File: config.mk
export PLATFORM = sky130hd
export DESIGN_NAME = arbiter_request_queue_flat
export DESIGN_NICKNAME = d
export VERILOG_FILES = /design/src/rtl/arbiter_request_queue_if.sv /design/src/rtl/arbiter_request_queue.sv /design/src/flat_wrapper.sv
export SDC_FILE = /design/constraint.sdc
export NUM_CORES = 1
export LEC_CHECK = 0
export CORE_ASPECT_RATIO = 0.8
export CORE_MARGIN = 4
export CORE_UTILIZATION = 50
export CTS_BUF_LIST = sky130_fd_sc_hd__clkbuf_4
export DETAILED_ROUTE_END_ITERATION = 12
export GPL_TIMING_DRIVEN = 1
export PLACE_DENSITY_LB_ADDON = 0.15
export SLEW_MARGIN = 10
export SYNTH_ARGS = -nofsm -noshare
export SYNTH_HDL_FRONTEND = slang
export SYNTH_SLANG_ARGS = --single-unit
File: constraint.sdc
create_clock -name clk -period 2.8 [get_ports clk]
set_clock_uncertainty 0.2 [all_clocks]
set_input_delay 0.56 -clock clk [delete_from_list [all_inputs] [get_ports clk]]
set_output_delay 0.56 -clock clk [all_outputs]
set_load 0.01 [all_outputs]
File: src/rtl/arbiter_request_queue_if.sv
// arbiter_request_queue_if
// Bundles every handshake and arbiter-facing signal of arbiter_request_queue.
//   in_valid/in_ready/in_data      : per-requestor enqueue handshake
//   request/grant_oh/update_lru    : exchange with the round-robin arbiter
//   out_valid/out_ready/out_data   : single registered output port
//   out_requestor                  : source index of the transaction in out_data
// Modport slave is the queue itself; modport master is the surrounding logic
// (requestors, arbiter and downstream consumer).
interface arbiter_request_queue_if #(
    parameter int NUM_REQUESTORS = 4,
    parameter int DATA_WIDTH     = 32
);
    localparam int IDX_W = $clog2(NUM_REQUESTORS);

    logic [NUM_REQUESTORS-1:0]            in_valid;
    logic [NUM_REQUESTORS-1:0]            in_ready;
    logic [NUM_REQUESTORS*DATA_WIDTH-1:0] in_data;
    logic [NUM_REQUESTORS-1:0]            request;
    logic [NUM_REQUESTORS-1:0]            grant_oh;
    logic                                 update_lru;
    logic                                 out_valid;
    logic                                 out_ready;
    logic [DATA_WIDTH-1:0]                out_data;
    logic [IDX_W-1:0]                     out_requestor;

    modport slave (
        input  in_valid, in_data, grant_oh, out_ready,
        output in_ready, request, update_lru, out_valid, out_data, out_requestor
    );

    modport master (
        output in_valid, in_data, grant_oh, out_ready,
        input  in_ready, request, update_lru, out_valid, out_data, out_requestor
    );
endinterface

File: src/rtl/arbiter_request_queue.sv
// arbiter_request_queue
// Per-requestor FIFOs feeding a shared round-robin arbiter. The queue raises a
// request for every non-empty FIFO whenever the output register can take a new
// transaction, pops the FIFO named by the arbiter's one-hot grant in the same
// cycle, and loads the popped entry into a single registered output port.
// Ports:
//   clk      : clock, all state on the rising edge
//   reset_n  : asynchronous active-low reset, empties all FIFOs and the output
//   bus      : arbiter_request_queue_if.slave (enqueue, arbiter and output signals)
module arbiter_request_queue #(
    parameter int NUM_REQUESTORS = 4,
    parameter int DATA_WIDTH     = 32,
    parameter int FIFO_DEPTH     = 2
) (
    input  logic                   clk,
    input  logic                   reset_n,
    arbiter_request_queue_if.slave bus
);
    localparam int IDX_W = $clog2(NUM_REQUESTORS);
    localparam int PTR_W = $clog2(FIFO_DEPTH);
    localparam int CNT_W = $clog2(FIFO_DEPTH + 1);
    localparam logic [CNT_W-1:0] FULL_CNT = CNT_W'(FIFO_DEPTH);

    logic [DATA_WIDTH-1:0] mem   [NUM_REQUESTORS][FIFO_DEPTH];
    logic [PTR_W-1:0]      head  [NUM_REQUESTORS];
    logic [PTR_W-1:0]      tail  [NUM_REQUESTORS];
    logic [CNT_W-1:0]      count [NUM_REQUESTORS];

    logic                      out_valid_q;
    logic [DATA_WIDTH-1:0]     out_data_q;
    logic [IDX_W-1:0]          out_req_q;

    logic                      can_load;
    logic [NUM_REQUESTORS-1:0] in_ready;
    logic [NUM_REQUESTORS-1:0] request;
    logic [NUM_REQUESTORS-1:0] push;
    logic [NUM_REQUESTORS-1:0] pop;
    logic [IDX_W-1:0]          grant_idx;
    logic [DATA_WIDTH-1:0]     load_data;

    // in_ready looks only at the registered count, so a pop in the same cycle
    // never lets a full FIFO accept; this keeps in_ready free of the arbiter path.
    always_comb begin
        can_load  = !out_valid_q || bus.out_ready;
        in_ready  = '0;
        request   = '0;
        push      = '0;
        grant_idx = '0;
        for (int i = 0; i < NUM_REQUESTORS; i++) begin
            in_ready[i] = (count[i] != FULL_CNT);
            request[i]  = (count[i] != '0) && can_load;
            push[i]     = bus.in_valid[i] && in_ready[i];
        end
        // Masking with request drops any grant the arbiter gives to an idle bit.
        pop = bus.grant_oh & request;
        for (int i = 0; i < NUM_REQUESTORS; i++) begin
            if (pop[i]) begin
                grant_idx = IDX_W'(i);
            end
        end
        load_data = mem[grant_idx][head[grant_idx]];
    end

    assign bus.in_ready      = in_ready;
    assign bus.request       = request;
    assign bus.update_lru    = |request;
    assign bus.out_valid     = out_valid_q;
    assign bus.out_data      = out_data_q;
    assign bus.out_requestor = out_req_q;

    // Storage carries no reset; emptiness is tracked by count alone.
    always_ff @(posedge clk) begin
        for (int i = 0; i < NUM_REQUESTORS; i++) begin
            if (push[i]) begin
                mem[i][tail[i]] <= bus.in_data[i*DATA_WIDTH +: DATA_WIDTH];
            end
        end
    end

    always_ff @(posedge clk or negedge reset_n) begin
        if (!reset_n) begin
            for (int i = 0; i < NUM_REQUESTORS; i++) begin
                head[i]  <= '0;
                tail[i]  <= '0;
                count[i] <= '0;
            end
            out_valid_q <= 1'b0;
            out_data_q  <= '0;
            out_req_q   <= '0;
        end else begin
            for (int i = 0; i < NUM_REQUESTORS; i++) begin
                if (push[i]) begin
                    tail[i] <= tail[i] + 1'b1;
                end
                if (pop[i]) begin
                    head[i] <= head[i] + 1'b1;
                end
                case ({push[i], pop[i]})
                    2'b10:   count[i] <= count[i] + 1'b1;
                    2'b01:   count[i] <= count[i] - 1'b1;
                    default: count[i] <= count[i];
                endcase
            end
            // A new load wins over the accept, so back-to-back transfers keep
            // out_valid high and sustain one transaction per cycle.
            if (|pop) begin
                out_valid_q <= 1'b1;
                out_data_q  <= load_data;
                out_req_q   <= grant_idx;
            end else if (out_valid_q && bus.out_ready) begin
                out_valid_q <= 1'b0;
            end
        end
    end

    a_grant_onehot: assert property (@(posedge clk) disable iff (!reset_n)
        (|request) |-> $onehot(bus.grant_oh));
    a_grant_idle: assert property (@(posedge clk) disable iff (!reset_n)
        (request == '0) |-> (bus.grant_oh == '0));
    a_grant_masked: assert property (@(posedge clk) disable iff (!reset_n)
        (bus.grant_oh & ~request) == '0);
endmodule

File: src/flat_wrapper.sv
// flat-port wrapper written by rule: the top's interface ports become plain ports
module arbiter_request_queue_flat 
#(
    parameter int NUM_REQUESTORS = 4,
    parameter int DATA_WIDTH     = 32,
    parameter int FIFO_DEPTH     = 2
)
  (clk, reset_n, bus_in_valid, bus_in_data, bus_grant_oh, bus_out_ready, bus_in_ready, bus_request, bus_update_lru, bus_out_valid, bus_out_data, bus_out_requestor);
  arbiter_request_queue_if #(.NUM_REQUESTORS(NUM_REQUESTORS), .DATA_WIDTH(DATA_WIDTH)) bus_i ();
  input  logic clk;
  input  logic reset_n;
  input wire logic [$bits(bus_i.in_valid)-1:0] bus_in_valid;
  input wire logic [$bits(bus_i.in_data)-1:0] bus_in_data;
  input wire logic [$bits(bus_i.grant_oh)-1:0] bus_grant_oh;
  input wire logic [$bits(bus_i.out_ready)-1:0] bus_out_ready;
  output wire logic [$bits(bus_i.in_ready)-1:0] bus_in_ready;
  output wire logic [$bits(bus_i.request)-1:0] bus_request;
  output wire logic [$bits(bus_i.update_lru)-1:0] bus_update_lru;
  output wire logic [$bits(bus_i.out_valid)-1:0] bus_out_valid;
  output wire logic [$bits(bus_i.out_data)-1:0] bus_out_data;
  output wire logic [$bits(bus_i.out_requestor)-1:0] bus_out_requestor;
  assign bus_i.in_valid = bus_in_valid;
  assign bus_i.in_data = bus_in_data;
  assign bus_i.grant_oh = bus_grant_oh;
  assign bus_i.out_ready = bus_out_ready;
  assign bus_in_ready = bus_i.in_ready;
  assign bus_request = bus_i.request;
  assign bus_update_lru = bus_i.update_lru;
  assign bus_out_valid = bus_i.out_valid;
  assign bus_out_data = bus_i.out_data;
  assign bus_out_requestor = bus_i.out_requestor;
  arbiter_request_queue #(.NUM_REQUESTORS(NUM_REQUESTORS), .DATA_WIDTH(DATA_WIDTH), .FIFO_DEPTH(FIFO_DEPTH)) u_core (.clk(clk), .reset_n(reset_n), .bus(bus_i));
endmodule
==> results.md, run 1 <==
- Area of the multi-input gates: 3760 sq um
- Fin crit share: 99.4%
- Worst setup path startpoint: u_core.count[0]
- Max-Cap Viols: 0
- Simple-Gate Fraction of Synth Area: 10.1%
- Final ANT Viol Nets: 0
- Initial antenna violation count: 1
- Layer with the highest usage: met2
- Vias: 9295
- Power Density: 1040 nW/um^2
- Core area: 25500 sq um
- Iteration-0 DRC Markers: 919
- Tmin final: 2.78 ns
- # fillers: 1882
- Relative slew slack: 59.0%
- Internal reg-to-reg setup slack: 0.07 ns
- I/O pins: 183
- Mean Syn Cell Area: 14.7 sq um
- Commonest register cell after synthesis: edfxtp_1
- Crit path launch type: flop
- R2r worst-path depth: 9
- P_leak: 6.03 nW
- Worst IR Drop VDD: 0.626 mV
- CTS root buf: clkbuf_4
- Final wirelength: 35.7 mm
- Input/output buffers: 182
- Multiplexer share of the synthesized area: 0%
- CTS Buffer Depth: 3
- M2 GR Usage: 38.3%
- Dpl hpwl: 22.1 mm
- Die W: 189 microns
- # DRC: 0
- Delay-heaviest family, CP: simple AND/OR/NAND/NOR gates
- Row cnt: 52
- Crit path kind: reg -> out
- WL per Instance: 22.9 microns
- EDFF count, synth: 256
- Gr usage total: 24.4%
- Fin. Hold Viols: 0
- Pin count of the biggest net entering global routing: 70
- Highest-delay cell along the critical path: or4_4
- Share of cells above drive strength 1: 23.2%
- Sequential-to-total area share from yosys stat: 68.5%
- Layout area overhead: 29.5%
- Synth Cell Area: 13100 sq um
- Register area: 8970 sq um
- Vias/cell: 5.95
- Reg2reg end: u_core.bus.out_data[30]
- Setup tns final: 0 ns
- Critical Path RT: 2.04 ns
- Initial core utilization: 51.3%
- Final setup fails: 0
- Total CTS buffers: 79
- XOR/XNOR share of the synthesized area: 1.27%
- GRT met1 Usage: 33.7%
- DIE HEIGHT: 153 microns
- Worst hold path type: in -> async
- Syn nets: 1033
- Synth async-reset ratio: 16.6%
- Post-Syn Instances: 890
- YS warnings: 0
- Yosys cell types: 37
- Cells along the critical path: nor2_4 > nor2_2 > or4_4 > buf_6
- Final #Nets: 1291
- H-tree depth: 3
- Worst setup EP type: output pin
- PnR worst setup slack: 0.0182 ns
- Pre-CTS setup slack: -0.313 ns
- Met3 usage: 6.57%
- CTS Sinks: 307
- Critical Path AT: 2.02 ns
- Vias in the first global route: 9406
- Outcome: finished clean
- FF-to-FF Start: u_core.count[3]
- Final count of pins violating max slew: 0
- Crit path buf inv count: 1
- Top cell type by total area after synthesis: edfxtp_1
- Slew @ Worst Pin: 0.615 ns
- F_max: 0.359 GHz
- First-pass GRT wire length: 54.4 mm
- Clock-pin transition on the worst setup and hold timing paths: 0.06 ns
- Synth top area cells: edfxtp_1 (59%), dfrtp_1 (9.8%), o31a_1 (4.3%), o31ai_2 (3.1%), nand2_1 (3.0%)
- Die area: 28800 sq um
- Placer congestion estimate: 0.815
- Area share of the largest cell type after synthesis: 58.7%
- Crit-path max cell delay: 0.53 ns
- RSZ-0062 raised after global routing: true
- Synth Register Bits: 307
- Grt ovf: 0
- CTS tree: built
- Post-synthesis compound-gate area fraction: 16.3%
- Largest family of logic cells by synthesized area: compound AO/OA/AOI/OAI gates
- Clock latency on the worst-skew pair: 0.69 ns
- First-pass DRT Iterations: 9
- Final hold slack: 0.216 ns
- Synth Area in Adders: 0.382%
- Critical path fanouts, max: 4
==> area by class of cell <==
| cell class | instances | area share, % |
|---|---|---|
| Antenna cell | 1 | 0.0148 |
| Timing Repair Buffer | 267 | 16.0 |
| Clock inverter | 12 | 0.421 |
| Clock buffer | 130 | 5.76 |
| Sequential cell | 307 | 52.9 |
| Multi-Input combinational cell | 487 | 22.2 |
| Inverter | 6 | 0.133 |
| Tap cell | 351 | 2.59 |
==> sequential cells by signal, summed over array words and instances (netlist names) <==
| name | count |
|---|---|
| u_core.mem | 256 |
| u_core.bus.out_data | 32 |
| u_core.count | 8 |
| u_core.head | 4 |
| u_core.tail | 4 |
| u_core.bus.out_requestor | 2 |
| u_core.bus.out_valid | 1 |
==> worst max-delay path by stage <==
stage                     endpoint  slack (ns)  cells after the start
CTS                 bus_update_lru       -0.03                      4
global route        bus_update_lru       -0.09                      4
floorplan           bus_update_lru        0.04                      6
global placement    bus_update_lru       -0.30                      5
finish              bus_update_lru        0.02                      4
detailed placement  bus_update_lru       -0.31                      5
==> repair_timing <==
item / in CTS / in global routing
hold endpoints to repair: 20 / 0
gates resized for setup: 11 / 7
cloned: 0 / 0
setup buffers: 5 / 5
hold buffers: 1 / 0
pin swaps: 4 / 3
setup endpoints to repair: 3 / 11
==> layout by cell type, fill, tap and decap left out, types with 4 or more instances in the layout <==
cell type        count
and4_1              32
edfxtp_1           256
a211o_1             32
nand4b_1            33
nand2b_1             4
o31ai_2             32
a222oi_1            32
and3_2               4
nor3_1              33
o31a_1              65
nand2_1            105
buf_4               62
ha_1                 4
clkdlybuf4s50_1    177
xor2_1               5
nor2_4               6
clkbuf_4           130
dfrtp_1             48
clkinv_1             9
inv_2                5
buf_12              21
o311ai_0            31
xnor2_1             14
nor2_1               7
o21a_1              32
==> cells by family after synthesis <==
group                    Yosys count
flip-flops                       307
adder cells (fa/ha/maj)            4
buffers and inverters             96
AO/OA/AOI/OAI                    229
AND/OR/NAND/NOR                  235
XOR/XNOR                          19
==> metrics by stage <==
| step | util [%] | total power, mW | cell area (sq um) | std cells |
|---|---|---|---|---|
| after global placement | 61.9 | 13.4 | 15800 | 1407 |
| final | 66.5 | 17.6 | 17000 | 1561 |
| after global routing | 66.5 | 18.5 | 17000 | 1561 |
| after floorplan | - | 10.7 | 13100 | 890 |
| after CTS | 66.2 | 17.6 | 16900 | 1555 |
| after detailed placement | 61.9 | 13.5 | 15800 | 1407 |
==> Yosys cell counts (all sizes together) (4+ instances only) <==
master  instances
a211o          32
a222oi         32
and3            4
and4           32
buf            37
clkbuf         53
dfrtp          51
edfxtp        256
ha              4
inv             6
nand2         106
nand2b          5
nand4b         33
nor2           14
nor3           34
o21a           32
o311ai         34
o31a           65
o31ai          32
xnor2          14
xor2            5
==> layer usage <==
layer | vias to the layer above | share of wire, %
li1 | 4180 | -
met1 | 4573 | 42
met2 | 483 | 47
met3 | 59 | 9.0
met4 | 0 | 2.1
met5 | - | 0
==> worst reg2reg max path, stage by stage (launching register included) <==
cell and delay (ns):
dfrtp_1 0.39, or2_4 0.25, buf_4 0.13, buf_4 0.29
nand3_4 0.17, inv_2 0.09, buf_4 0.24, o311ai_0 0.48
and4_1 0.29, o31ai_2 0.07
==> power by group <==
part | switching [mW] | internal (mW)
sequential | 0.503 | 6.37
combinational | 3.67 | 3.08
clock | 1.76 | 2.18
Power figures use the tool's default switching activity.
==> run 2: changes to the inputs <==
CORE_UTILIZATION = 45   (was 50)
==> run 2 against run 1 <==
Routed wire length up 1.4%. Register-to-register slack better by 0.19 ns. Utilization is 7.5 points lower. Sequential power is essentially flat. Sequential cell count unchanged. Hold slack got worse by 0.0056 ns. Critical path type unchanged. Critical endpoint unchanged. Largest cell class unchanged.
==> results.md, run 2 (synthesis results as in run 1) <==
- Vias/cell: 5.78
- Max-Cap Viols: 0
- First-pass DRT Iterations: 9
- Fin. Hold Viols: 0
- Placed cells: 1407
- Initial antenna violation count: 1
- Initial core utilization: 45.9%
- Final wirelength: 36.2 mm
- Core area: 28500 sq um
- Vias in the first global route: 9158
- Outcome: finished clean
- # DRC: 0
- Power Density: 1030 nW/um^2
- Crit path launch type: flop
- CTS Buffer Depth: 3
- Final count of pins violating max slew: 0
- Tmin final: 2.78 ns
- Layout area overhead: 28.3%
- Clock latency on the worst-skew pair: 0.70 ns
- Commonest non-fill, non-tap cells in the layout: edfxtp_1 (256), clkdlybuf4s50_1 (173), clkbuf_4 (120)
- Share of cells above drive strength 1: 20.8%
- Critical path fanouts, max: 2
- Worst IR Drop VDD: 0.781 mV
- Max FFs per register: 256
- P_leak: 5.93 nW
- RSZ-0062 raised after global routing: true
- First-pass GRT wire length: 54.5 mm
- Total CTS buffers: 78
- CTS tree: built
- Final #Nets: 1266
- Critical Path AT: 2.02 ns
- PnR worst setup slack: 0.0198 ns
- Dpl hpwl: 22.4 mm
- Input/output buffers: 182
- Clock-pin transition on the worst setup and hold timing paths: 0.07 ns
- Fin crit share: 99.3%
- Iteration-0 DRC Markers: 844
- Grt ovf: 0
- Gr usage total: 22.4%
- Row cnt: 55
- CTS Sinks: 307
- Reg2reg end: u_core.bus.out_data[2]
- Cells along the critical path: or2_4 > and2_4 > or4_1 > buf_2
- F_max: 0.360 GHz
- Setup tns final: 0 ns
- Slew @ Worst Pin: 0.500 ns
- DIE HEIGHT: 161 microns
- Internal reg-to-reg setup slack: 0.26 ns
- Pre-CTS setup slack: -0.332 ns
- Tot Pwr: 17.3 mW
- Pin count of the biggest net entering global routing: 72
- CTS root buf: clkbuf_4
- Final ANT Viol Nets: 0
- Critical Path RT: 2.04 ns
- Final Non-Filler Cells: 1559
- Final setup fails: 0
- WL per Instance: 23.2 microns
- Crit path kind: reg -> out
- Crit-path max cell delay: 0.40 ns
- Worst hold path type: in -> async
- H-tree depth: 3
- I/O pins: 183
- Highest-delay cell along the critical path: or4_1
- Worst setup EP type: output pin
- Die W: 199 microns
- FF-to-FF Start: u_core.count[3]
- Placer congestion estimate: 0.759
- Relative slew slack: 66.7%
- Vias: 9009
- Commonest non-fill, non-tap cell in the layout: edfxtp_1
- R2r worst-path depth: 8
- Die area: 31900 sq um
==> run 2: cell count changes in the layout (fill, tap and decap cells not counted), moves of 3 or more <==
cell             delta
clkdlybuf4s50_1     -4
clkinv_2            +3
buf_4              -25
clkbuf_4           -10
clkinv_1            +9
==> run 2: worst max-delay path by stage <==
stage	from	end	slack, ns	depth (start not counted)
CTS	u_core.count[5]	bus_update_lru	-0.04	4
global route	u_core.bus.out_valid	bus_update_lru	-0.13	4
floorplan	bus_out_ready	bus_update_lru	0.04	6
global placement	bus_out_ready	bus_update_lru	-0.31	5
detailed placement	bus_out_ready	bus_update_lru	-0.33	5
finish	u_core.count[3]	bus_update_lru	0.02	4
==> run 2: cell type report <==
| cell class | count | area, sq um |
|---|---|---|
| tap | 370 | 463 |
| sequential | 307 | 8960 |
| fill | 2323 | 11700 |
| multi-input combinational | 487 | 3760 |
| timing repair buffer | 243 | 2550 |
| clock buffer | 120 | 901 |
| clock inverter | 25 | 124 |
| antenna | 1 | 2.50 |
| inverter | 6 | 22.5 |
==> run 2: per-stage QoR <==
stage / area (sq um) / utilization [%] / hold slack, ns
floorplan: 13100 / - / 0.0644
global placement: 15700 / 55.1 / 0.253
detailed placement: 15700 / 55.1 / 0.258
CTS: 16800 / 58.9 / 0.159
global route: 16800 / 58.9 / 0.182
finish: 16800 / 58.9 / 0.210
==> run 2: power by group <==
part | internal, mW | leakage (nW) | total, mW | switching (mW)
Combinational | 2.97 | 2.33 | 6.60 | 3.62
Clock | 2.05 | 0.619 | 3.86 | 1.80
Sequential | 6.37 | 2.98 | 6.88 | 0.511
Total | 11.4 | 5.93 | 17.3 | 5.94
==> run 2: what timing repair did <==
item,4_1_cts,5_1_grt
resized for setup,12,2
setup endpoints to repair,4,3
pin swaps,4,0
hold buffers,1,0
setup buffers,5,0
hold endpoints to repair,51,0
==> run 2: per-layer routing <==
metal  vias up  share of wire [%]  wire length, microns  GRT usage (%)
met2       418                 47                 16900           34.9
met1      4426                 43                 15700           31.9
met3        52                8.3                  3010           5.16
met5         -                  0                     0              0
li1       4113                  -                     -              -
met4         0                1.6                   595           6.25
==> run 2: worst max-delay path, delay by kind of cell, from the launching register on <==
| kind | cells | cell delay [ns] |
|---|---|---|
| buffers and inverters | 1 | 0.15 |
| AND/OR/NAND/NOR | 3 | 0.81 |
| flip-flops | 1 | 0.38 |
==> run 3: changes to the inputs <==
CORE_ASPECT_RATIO = not set   (was 0.8)
CORE_MARGIN = not set   (was 4)
==> run 3 against run 2 <==
Fmax grew 0.56%. Clock power grew 13%. Sequential cell count is the same. Utilization grew 0.30 points. Highest routed layer unchanged. Count of clock-buffer cells in the layout grew 10. Design area grew 0.99%. Critical path depth is the same. Sequential power is essentially flat. Die area shrank 6.7%. Hold slack lost 0.11 ns.
==> results.md, run 3 (synthesis results as in run 1) <==
- Outcome: finished clean
- Fin. Hold Viols: 0
- Final Non-Filler Cells: 1584
- Commonest non-fill, non-tap cells in the layout: edfxtp_1 (256), clkdlybuf4s50_1 (177), clkbuf_4 (130)
- Post-route cell area: 17000 sq um
- Dpl hpwl: 22.2 mm
- Worst hold path type: in -> reg
- Iteration-0 DRC Markers: 823
- Hold path start: bus_grant_oh[2]
- Tot Pwr: 17.8 mW
- Internal reg-to-reg setup slack: 0.30 ns
- Vias in the first global route: 9480
- Crit path kind: reg -> out
- I/O pins: 183
- Placer congestion estimate: 0.773
- Initial antenna violation count: 2
- FF-to-FF Start: u_core.count[3]
- H-tree depth: 3
- Crit-path max cell delay: 0.38 ns
- Row cnt: 62
- DP Area: 15700 sq um
- Core area: 28600 sq um
- Clock latency on the worst-skew pair: 0.73 ns
- Gr usage total: 24.6%
- Initial core utilization: 45.7%
- Max-Cap Viols: 0
- DIE HEIGHT: 173 microns
- CTS tree: built
- F_max: 0.362 GHz
- Critical Path RT: 2.04 ns
- First-pass DRT Iterations: 6
- Worst hold path cell count: 3
- Tmin final: 2.76 ns
- # DRC: 0
- P_leak: 5.98 nW
- Fin crit share: 98.7%
- Critical Path AT: 2.00 ns
- RSZ-0062 raised after global routing: true
- Setup tns final: 0 ns
- Power Density: 1050 nW/um^2
- Cells along the critical path: or2_4 > and2_4 > or4_1 > buf_2
- Crit path launch type: flop
- CTS root buf: clkbuf_4
- Share of cells above drive strength 1: 22.0%
- Final ANT Viol Nets: 0
- Die area: 29800 sq um
- WHS Endpoint: u_core.head[1]
- First-pass GRT wire length: 55.5 mm
- Final wirelength: 36.3 mm
- Grt ovf: 0
- Max FFs per register: 256
- Worst setup EP type: output pin
- Total CTS buffers: 83
- R2r worst-path depth: 8
- Placed cells: 1425
- Vias/cell: 5.75
- CTS Buffer Depth: 3
- CTS Sinks: 307
- Pin count of the biggest net entering global routing: 75
- Highest-delay cell along the critical path: dfrtp_1
- WL per Instance: 22.9 microns
- Input/output buffers: 182
- Final count of pins violating max slew: 0
- Final #Nets: 1274
- PnR worst setup slack: 0.0352 ns
- Layout area overhead: 29.6%
- Clock-pin transition on the worst setup and hold timing paths: 0.07 ns
- Worst IR Drop VDD: 0.604 mV
- Reg2reg end: u_core.bus.out_data[3]
- Critical path fanouts, max: 2
- Slew @ Worst Pin: 0.577 ns
- Commonest non-fill, non-tap cell in the layout: edfxtp_1
- Relative slew slack: 61.5%
- Die W: 173 microns
- Final setup fails: 0
- Vias: 9107
- Pre-CTS setup slack: -0.309 ns
-- run 3: worst max-delay path by stage --
| stage | from | to | slack, ns | depth (start not counted) |
|---|---|---|---|---|
| finish | u_core.count[3] | bus_update_lru | 0.04 | 4 |
| global route | u_core.count[2] | bus_update_lru | -0.06 | 4 |
| CTS | u_core.count[1] | bus_update_lru | -0.04 | 4 |
| detailed placement | bus_out_ready | bus_update_lru | -0.31 | 5 |
| global placement | bus_out_ready | bus_update_lru | -0.32 | 5 |
| floorplan | bus_out_ready | bus_update_lru | 0.04 | 6 |
-- run 3: where the power goes --
group	total, mW	switching, mW	internal (mW)
logic	6.58	3.62	2.96
clock network	4.35	1.87	2.48
registers	6.90	0.529	6.37
-- run 3: timing repair --
| action | CTS | global route |
|---|---|---|
| cloned | 0 | 0 |
| hold buffers | 1 | 0 |
| buffers inserted | 2 | 2 |
| gates resized for setup | 9 | 3 |
| setup endpoints to repair | 3 | 1 |
| hold endpoints to repair | 17 | 0 |
| pin swaps | 3 | 0 |
-- run 3: metal layers --
layer | wire length (microns) | vias to the layer above | GRT usage (%)
li1 | - | 4145 | -
met1 | 15100 | 4496 | 31.6
met2 | 17900 | 394 | 40.8
met3 | 2370 | 72 | 4.95
met4 | 950 | 0 | 10.1
met5 | 0 | - | 0
-- run 3: stage by stage --
stage	hold slack [ns]	utilization (%)
finish	0.104	59.2
global route	0.0971	59.2
CTS	0.0621	59.2
detailed placement	0.263	54.9
global placement	0.249	54.9
floorplan	0.0644	-
-- run 3: critical path, delay by kind of cell, from the launching register on --
family / cells / cell delay, ns
buffers and inverters: 1 / 0.15
and+or+nand+nor: 3 / 0.78
DFF: 1 / 0.38
-- run 3: final cells by class --
cell class                 instances  area, sq um
clock buffer                     130          976
tap                              384          480
sequential                       307         8970
antenna                            2         5.00
timing repair buffer             246         2550
clock inverter                    22          196
inverter                           6         22.5
multi-input combinational        487         3760
fill                            2288        11700
